==> src/rtl/explosion_pkg.sv <==
// Shared definitions for the explosion sprite pipeline.
//   expl_state_t : sequencer state encoding
//   SCREEN_W/H   : visible raster size
//   COORD_W      : width of every pixel coordinate bus
package explosion_pkg;

   typedef enum logic [1:0] {
      IDLE  = 2'd0,
      ARMED = 2'd1,
      PLAY  = 2'd2
   } expl_state_t;

   localparam int SCREEN_W = 640;
   localparam int SCREEN_H = 480;
   localparam int COORD_W  = 10;

endpackage

==> src/rtl/explosion_sequencer_window.sv <==
// sprite_window: combinational hit test of the current raster pixel against
// a square sprite placed at (i_pos_x, i_pos_y).
//   i_draw_x/y : current pixel
//   i_pos_x/y  : sprite top-left corner
//   i_en       : sprite active
//   o_inside   : pixel lies inside the active sprite
//   o_addr     : sprite-local address {rel_y, rel_x}, 0 when outside
module sprite_window
   import explosion_pkg::*;
#(
   parameter int SPRITE_SIZE = 32
) (
   input  logic [COORD_W-1:0]                   i_draw_x,
   input  logic [COORD_W-1:0]                   i_draw_y,
   input  logic [COORD_W-1:0]                   i_pos_x,
   input  logic [COORD_W-1:0]                   i_pos_y,
   input  logic                                 i_en,
   output logic                                 o_inside,
   output logic [2*$clog2(SPRITE_SIZE)-1:0]     o_addr
);

   localparam int AW = $clog2(SPRITE_SIZE);

   logic signed [COORD_W:0] w_rel_x;
   logic signed [COORD_W:0] w_rel_y;
   logic                    w_in_x;
   logic                    w_in_y;

   assign w_rel_x = $signed({1'b0, i_draw_x}) - $signed({1'b0, i_pos_x});
   assign w_rel_y = $signed({1'b0, i_draw_y}) - $signed({1'b0, i_pos_y});

   // All bits from AW upward being zero means 0 <= rel < SPRITE_SIZE; a
   // negative value has the sign bit set, so it can never pass.
   assign w_in_x = (w_rel_x[COORD_W:AW] == '0);
   assign w_in_y = (w_rel_y[COORD_W:AW] == '0);

   assign o_inside = i_en && w_in_x && w_in_y;
   assign o_addr   = o_inside ? {w_rel_y[AW-1:0], w_rel_x[AW-1:0]} : '0;

endmodule

==> src/rtl/explosion_sequencer.sv <==
// explosion_sequencer: accepts a hit event, waits for a frame boundary, then
// steps the explosion animation one stage every FRAMES_PER_STAGE frames and
// produces registered per-pixel sprite coverage and ROM address.
//   vga_clk, reset_n       : pixel clock, async active-low reset
//   frame_tick             : start-of-vblank pulse
//   hit, hit_x, hit_y      : explosion request and sprite top-left position
//   DrawX, DrawY           : current raster pixel
//   busy, stage, done      : sequencing status
//   sprite_on, rom_address : pixel path, one cycle behind DrawX/DrawY
//
// state | meaning
// ------+-----------------------------------------------------------------
// IDLE  | no explosion; waiting for hit
// ARMED | position captured; waiting for the next frame boundary
// PLAY  | animation running, stage advances on frame ticks
module explosion_sequencer
   import explosion_pkg::*;
#(
   parameter int SPRITE_SIZE      = 32,
   parameter int NUM_STAGES       = 3,
   parameter int FRAMES_PER_STAGE = 6
) (
   input  logic                               vga_clk,
   input  logic                               reset_n,
   input  logic                               frame_tick,
   input  logic                               hit,
   input  logic [COORD_W-1:0]                 hit_x,
   input  logic [COORD_W-1:0]                 hit_y,
   input  logic [COORD_W-1:0]                 DrawX,
   input  logic [COORD_W-1:0]                 DrawY,
   output logic                               busy,
   output logic [1:0]                         stage,
   output logic                               sprite_on,
   output logic [2*$clog2(SPRITE_SIZE)-1:0]   rom_address,
   output logic                               done
);

   localparam int AW   = 2*$clog2(SPRITE_SIZE);
   localparam int FC_W = (FRAMES_PER_STAGE > 1) ? $clog2(FRAMES_PER_STAGE) : 1;
   localparam logic [FC_W-1:0] FRAME_LAST = FC_W'(FRAMES_PER_STAGE-1);
   localparam logic [1:0]      STAGE_LAST = 2'(NUM_STAGES-1);

   expl_state_t          r_state;
   logic [COORD_W-1:0]   r_pend_x;
   logic [COORD_W-1:0]   r_pend_y;
   logic [COORD_W-1:0]   r_pos_x;
   logic [COORD_W-1:0]   r_pos_y;
   logic [1:0]           r_stage;
   logic [FC_W-1:0]      r_frame_cnt;
   logic                 r_done;
   logic                 r_sprite_on;
   logic [AW-1:0]        r_rom_address;

   logic                 w_inside;
   logic [AW-1:0]        w_addr;

   // Frame timer is a down-counter: loaded with FRAME_LAST, the stage
   // advances on the tick that finds it at zero.
   always_ff @(posedge vga_clk or negedge reset_n) begin
      if (!reset_n) begin
         r_state     <= IDLE;
         r_pend_x    <= '0;
         r_pend_y    <= '0;
         r_pos_x     <= '0;
         r_pos_y     <= '0;
         r_stage     <= '0;
         r_frame_cnt <= '0;
         r_done      <= 1'b0;
      end else begin
         r_done <= 1'b0;
         case (r_state)
            IDLE: begin
               if (hit) begin
                  r_pend_x <= hit_x;
                  r_pend_y <= hit_y;
                  r_state  <= ARMED;
               end
            end
            ARMED: begin
               if (frame_tick) begin
                  r_pos_x     <= r_pend_x;
                  r_pos_y     <= r_pend_y;
                  r_stage     <= '0;
                  r_frame_cnt <= FRAME_LAST;
                  r_state     <= PLAY;
               end
            end
            PLAY: begin
               if (frame_tick) begin
                  if (r_frame_cnt == '0) begin
                     r_frame_cnt <= FRAME_LAST;
                     if (r_stage == STAGE_LAST) begin
                        r_stage <= '0;
                        r_done  <= 1'b1;
                        r_state <= IDLE;
                     end else begin
                        r_stage <= r_stage + 2'd1;
                     end
                  end else begin
                     r_frame_cnt <= r_frame_cnt - 1'b1;
                  end
               end
            end
            default: r_state <= IDLE;
         endcase
      end
   end

   sprite_window #(
      .SPRITE_SIZE (SPRITE_SIZE)
   ) u_window (
      .i_draw_x (DrawX),
      .i_draw_y (DrawY),
      .i_pos_x  (r_pos_x),
      .i_pos_y  (r_pos_y),
      .i_en     (r_state == PLAY),
      .o_inside (w_inside),
      .o_addr   (w_addr)
   );

   // One register stage lines the pixel path up with the synchronous ROM.
   always_ff @(posedge vga_clk or negedge reset_n) begin
      if (!reset_n) begin
         r_sprite_on   <= 1'b0;
         r_rom_address <= '0;
      end else begin
         r_sprite_on   <= w_inside;
         r_rom_address <= w_addr;
      end
   end

   // State is registered, so busy rises the cycle after the hit is taken
   // and drops on the same edge that raises done.
   assign busy        = (r_state != IDLE);
   assign stage       = r_stage;
   assign done        = r_done;
   assign sprite_on   = r_sprite_on;
   assign rom_address = r_rom_address;

endmodule
==> config.mk <==
export PLATFORM = sky130hd
export DESIGN_NAME = explosion_sequencer
export DESIGN_NICKNAME = d
export VERILOG_FILES = /design/src/rtl/explosion_pkg.sv /design/src/rtl/explosion_sequencer_window.sv /design/src/rtl/explosion_sequencer.sv
export SDC_FILE = /design/constraint.sdc
export NUM_CORES = 1
export LEC_CHECK = 0
export BUFFER_PORTS_ARGS = -buffer_cell sky130_fd_sc_hd__clkbuf_2
export CAP_MARGIN = 20
export CORE_UTILIZATION = 30
export DETAILED_ROUTE_END_ITERATION = 10
export PLACE_DENSITY_LB_ADDON = 0.12
export SLEW_MARGIN = 20
export SYNTH_ARGS = -nofsm -noshare
export SYNTH_HDL_FRONTEND = slang
export SYNTH_SLANG_ARGS = --single-unit
==> constraint.sdc <==
create_clock -name vga_clk -period 3 [get_ports vga_clk]
set_input_delay 0.45 -clock vga_clk [delete_from_list [all_inputs] [get_ports vga_clk]]
set_output_delay 0.45 -clock vga_clk [all_outputs]
set_load 0.02 [all_outputs]
* Yosys cells after proc, flatten, opt, wreduce, memory -nomap -nowiden
Cells that the tools add are included.
Cells by class: $add $sub $neg 4, multiply operators 0, divide/modulo/power cells 0, order comparisons 0, equal/unequal tests 8, shift operators 0, multiplexer cells 20, bitwise operators 0, reductions and logical operators 13
Operators by type and width (count):
- 10-bit by 10-bit subtractor with 11-bit output | 2
- 2-bit two-way mux | 9
- 6-bit logical NOT | 2
- 10-bit two-way mux | 1
- 2-bit != test, second input constant | 5
- 3-bit two-way mux | 3
- 2-bit case mux with 3 select lines | 1
- 3-bit case mux with 2 select lines | 1
- 5-bit AND reduction | 1
- 2-bit == test, second input constant | 2
- 1-bit two-way mux | 4
- 2-bit case mux with 2 select lines | 1
- 2-bit AND reduction | 2
- 4-bit AND reduction | 1
- 2-bit nonzero test | 2
- 3-bit logical NOT | 1
- 3-bit AND reduction | 1
- 3-bit by 1-bit subtractor with 3-bit output, second input constant | 1
- 2-bit by 1-bit adder with 2-bit output, second input constant | 1
- 2-bit by 1-bit == test with 1-bit output, second input constant | 1
- 1-bit logical AND | 2
- 2-bit logical NOT | 1
Storage, ports and cells: register bits after elaboration 59, bits in latches 0, bits in writable memories 0, memory bits (read-only) 0, output and inout port bits 15, logic and storage cells 55, memories 0

* Depth between registers and ports, before layout
depth in word-level cells 5, gate-level depth with buffers 11

* Hierarchy
A second synthesis with hierarchy kept.
Unflattened totals: cell total of the unflattened synthesis 301, area total of the unflattened synthesis 3311.9 um2
Modules (own cells, without submodules):
- explosion_sequencer | times used 1, cells an instance 143, area each 2195.9 um2, sequential area each 1476.4 um2
- sprite_window | times used 1, cells an instance 158, area each 1116.1 um2, sequential area each 0.0 um2

* Least setup slack after synthesis
OpenSTA, ideal clock, no wires.
path kind input to register, start input DrawX[0], end register r_rom_address[2] (netlist: rom_address[2]), arrival 2.281 ns, required time 2.904 ns, path slack 0.623 ns, stages on the path 11, cells stage by stage inv_1 ha_1 inv_1 fa_1 a21o_1 a221oi_4 o311ai_1 mux2i_1 nand3_1 buf_6 nor4_2
On the way: word-level cells in the longest chain between the ends 5
RTL lines:
- start: declaration | RTL line explosion_sequencer.sv:29 | input logic [COORD_W-1:0] DrawX,
- 10-bit by 10-bit subtractor with 11-bit output (*) | RTL line explosion_sequencer_window.sv:29 | assign w_rel_x = $signed({1'b0, i_draw_x}) - $signed({1'b0, i_pos_x});
- 6-bit logical NOT | RTL line explosion_sequencer_window.sv:34 | assign w_in_x = (w_rel_x[COORD_W:AW] == '0);
- 1-bit logical AND (2 in a row) | RTL line explosion_sequencer_window.sv:37 | assign o_inside = i_en && w_in_x && w_in_y;
- 10-bit two-way mux (*) | RTL line explosion_sequencer_window.sv:38 | assign o_addr = o_inside ? {w_rel_y[AW-1:0], w_rel_x[AW-1:0]} : '0;
- net u_window.o_addr[2] | RTL line explosion_sequencer_window.sv:19 | output logic [2*$clog2(SPRITE_SIZE)-1:0] o_addr
- end signal: assignment | RTL line explosion_sequencer.sv:128 | r_rom_address <= w_addr;
- end: declaration | RTL line explosion_sequencer.sv:52 | logic [AW-1:0] r_rom_address;
Mark *: on every way through the listed nets, which the timed path passes. The rest lies on a longest branch. A chain may end at the register's enable or synchronous reset.

* Worst setup path after layout
start register r_pos_x[0], end register r_rom_address[9] (netlist: rom_address[9])
On the way: word-level cells in the longest chain between the ends 5
RTL lines:
- start: declaration | RTL line explosion_sequencer.sv:46 | logic [COORD_W-1:0] r_pos_x;
- start signal: assignment | RTL line explosion_sequencer.sv:81 | r_pos_x <= r_pend_x;
- 10-bit by 10-bit subtractor with 11-bit output | RTL line explosion_sequencer_window.sv:29
- 6-bit logical NOT | RTL line explosion_sequencer_window.sv:34
- 1-bit logical AND (2 in a row) | RTL line explosion_sequencer_window.sv:37
- 10-bit two-way mux | RTL line explosion_sequencer_window.sv:38
- net u_window.o_addr[9] | RTL line explosion_sequencer_window.sv:19
The timed path passes the listed nets, and every way through them passes these cells.

==> impl_metrics.json <==
{
  "numCtsBuffers": 9,
  "worstSetupPathType": "reg2reg",
  "cp_max_fo": 11,
  "slew_violations": 0,
  "path_delay_family": "compound AO/OA/AOI/OAI gates",
  "netlist-cell-type-count": 51,
  "synthTopCellsByArea": "dfrtp_1 (44%), mux2_2 (13%), ha_1 (7.8%), nor4_2 (3.4%), inv_1 (3.1%)",
  "cp.required_ns": 3.22,
  "fin_setup_tns_ns": 0,
  "setup_viol": 0,
  "grt_pass1_vias": 2466,
  "antenna_found_initial": 0,
  "synthFlopType": "dfrtp_1",
  "ys_top_cells_by_count": "dfrtp_1 (59), mux2_2 (40), inv_1 (28)",
  "hold_violations": 0,
  "period_needed_ns": 2.45,
  "critical_path.cell_chain": "ha_1, inv_1, fa_1, a21o_1, a221oi_4, o311ai_1, mux2i_1, nand3_1, buf_4, nor4_1",
  "ctsLongestPathBuffers": 2,
  "start_kind": "flop",
  "grt_use_total_pct": 13.2,
  "grt_first_pass_wirelength_um": 11700,
  "yosys.cell_count.top_type": "dfrtp_1",
  "die_h_um": 108,
  "ctsHtreeMaxLevel": 3,
  "initial_core_util_pct": 30.9,
  "die_w_um": 108,
  "status": "complete, no violations",
  "core_area_um2": 10800,
  "path_buf_inv": 2,
  "leakagePower_uw": 0.00187,
  "ios": 59,
  "end_kind": "flop",
  "clock-sinks": 59,
  "whs_ns": 0.253,
  "syn_area_per_cell_um2": 11.4,
  "io_buffers": 58,
  "fmax_mhz": 409,
  "synthCells": 293,
  "rsz0062_at_grt": "false",
  "synth_largest_area_cell": "dfrtp_1",
  "powerDensity_nw_per_um2": 979,
  "critical_path.slowest_cell": "fa_1",
  "remaining_drc_errors": 0,
  "yosysWarnings": 0,
  "seq_area_frac_synth_pct": 44.0,
  "fin_worst_skew_ns": 0.00933,
  "gr-total-overflow": 0,
  "diodes": 0,
  "drive_above_1_share_pct": 36.7,
  "synth_top_area_share_pct": 44.0,
  "areaGrowthSynthToFinish_pct": 19.3,
  "period_share_pct": 81.6,
  "irDropWorstVdd_v": 0.000530,
  "max_stage_delay_ns": 0.39,
  "drv_cap": 0,
  "postRouteAntennaNets": 0,
  "grt_max_degree": 60,
  "worst_pin_slew_ns": 0.754,
  "hpwlAfterDp_um": 5000,
  "syn_nets": 360,
  "vias": 2404,
  "dr.first_iter.drc_count": 58,
  "wl_um": 6830,
  "first_pass_iters": 4,
  "clock-root-buffer": "clkbuf_8",
  "cts_setup_buffers": 0,
  "relSlewSlack_pct": 49.7,
  "syn_area_um2": 3350,
  "wire_per_inst_um": 13.6,
  "synthArstFlopShare_pct": 100,
  "die_area_um2": 11600,
  "hp-class": "in2async",
  "post_cts_resized": 0,
  "fin_nets": 424,
  "cts_hold_buf": 0,
  "cts.clk_slew.worst_paths_ns": 0.07,
  "gp_congestion": 0.781,
  "insertion_delay_ns": 0.34,
  "rows": 38,
  "viasPerCell": 4.79,
  "ys_ff_latch": 59,
  "cts_tree": "yes",
  "critPathArrivalTime_ns": 2.67,
  "synth-edff-count": 0
}
==> path summary, 6_finish.rpt <==
kind / startpoint / end / slack [ns] / depth (start not counted)
setup / recovery: r_pos_x[0] / rom_address[9] / 0.55 / 10
hold / removal: reset_n / r_pos_y[1] / 0.25 / 2
setup reg to reg: r_pos_x[0] / rom_address[9] / 0.55 / 10
hold reg to reg: r_pend_y[0] / r_pos_y[0] / 0.50 / 1
max in group asynchronous: reset_n / r_pos_y[3] / 2.23 / 2
min in group vga_clk: hit_y[8] / r_pend_y[8] / 0.34 / 2
==> cell type report <==
cell class | instances | area, um2
fillers | 1131 | 6840
well taps | 140 | 175
clock buffers | 11 | 141
inverters | 28 | 105
flip-flops and latches | 59 | 1480
multi-input cells | 195 | 1710
clock inverters | 5 | 52.6
repair buffers | 64 | 335
==> per-layer routing <==
layer	wire [um]	GRT usage, %
met1	3260	17.3
met2	3190	20.4
met3	311	3.69
met4	72	4.99
met5	0	0
==> cells by family after synthesis <==
logic type,Yosys count,share of synthesized area [%]
AOI/OAI and AO/OA,62,14.1
xor gates and xnor gates,9,2.35
muxes,42,14.0
adders and majority gates,23,9.03
and+or+nand+nor,59,11.5
DFF,59,44.0
buffers and inverters,39,4.89
==> through the flow <==
step                      power (uW)  cells  instance area, um2  worst slack, ns  utilization, %
after floorplan                 2820    293                3350            0.623               -
after global placement          3220    486                3810            0.419            35.1
after detailed placement        3250    486                3810            0.357            35.1
after CTS                       3990    502                4000            0.502            36.9
after global routing            4280    502                4000            0.267            36.9
final                           3910    502                4000            0.553            36.9
==> power by group <==
group / total, uW / leakage, uW / internal [uW] / switching (uW)
clock network: 712 / 0.0000991 / 402 / 311
registers: 1300 / 0.000728 / 1110 / 193
logic: 1900 / 0.00105 / 927 / 974
==> flip-flops by register name, indices dropped and copies added, names as in the netlist <==
signal and count:
r_state 2, r_pos_x 10, r_pend_y 10, r_frame_cnt 3, rom_address 10, r_pend_x 10
r_pos_y 10, stage 2, done 1, sprite_on 1
==> placed cells by master (no fill, tap or decap), types with 3 or more instances in the layout <==
cell type  synthesis  final
clkinv_2           0      3
clkbuf_2           0     58
o31ai_1            3      3
clkbuf_8           0     10
nor2b_1            6      6
o2111ai_1          3      3
nand3b_1           4      4
ha_1              21     21
xor2_1             3      3
xnor2_1            6      6
nand2b_1           6      6
nor3_1             4      4
inv_1             28     28
a211oi_1           4      4
o21ai_0           10     10
a21oi_1            7      7
nor4_2             9      9
a21o_1             7      7
a22o_1             5      5
dfrtp_1           59     59
nand2_1            7      7
nor2_1            11     10
buf_4              0      6
mux2_2            40     40
nor4_1             3      3
(Power assumes the default switching activity.)
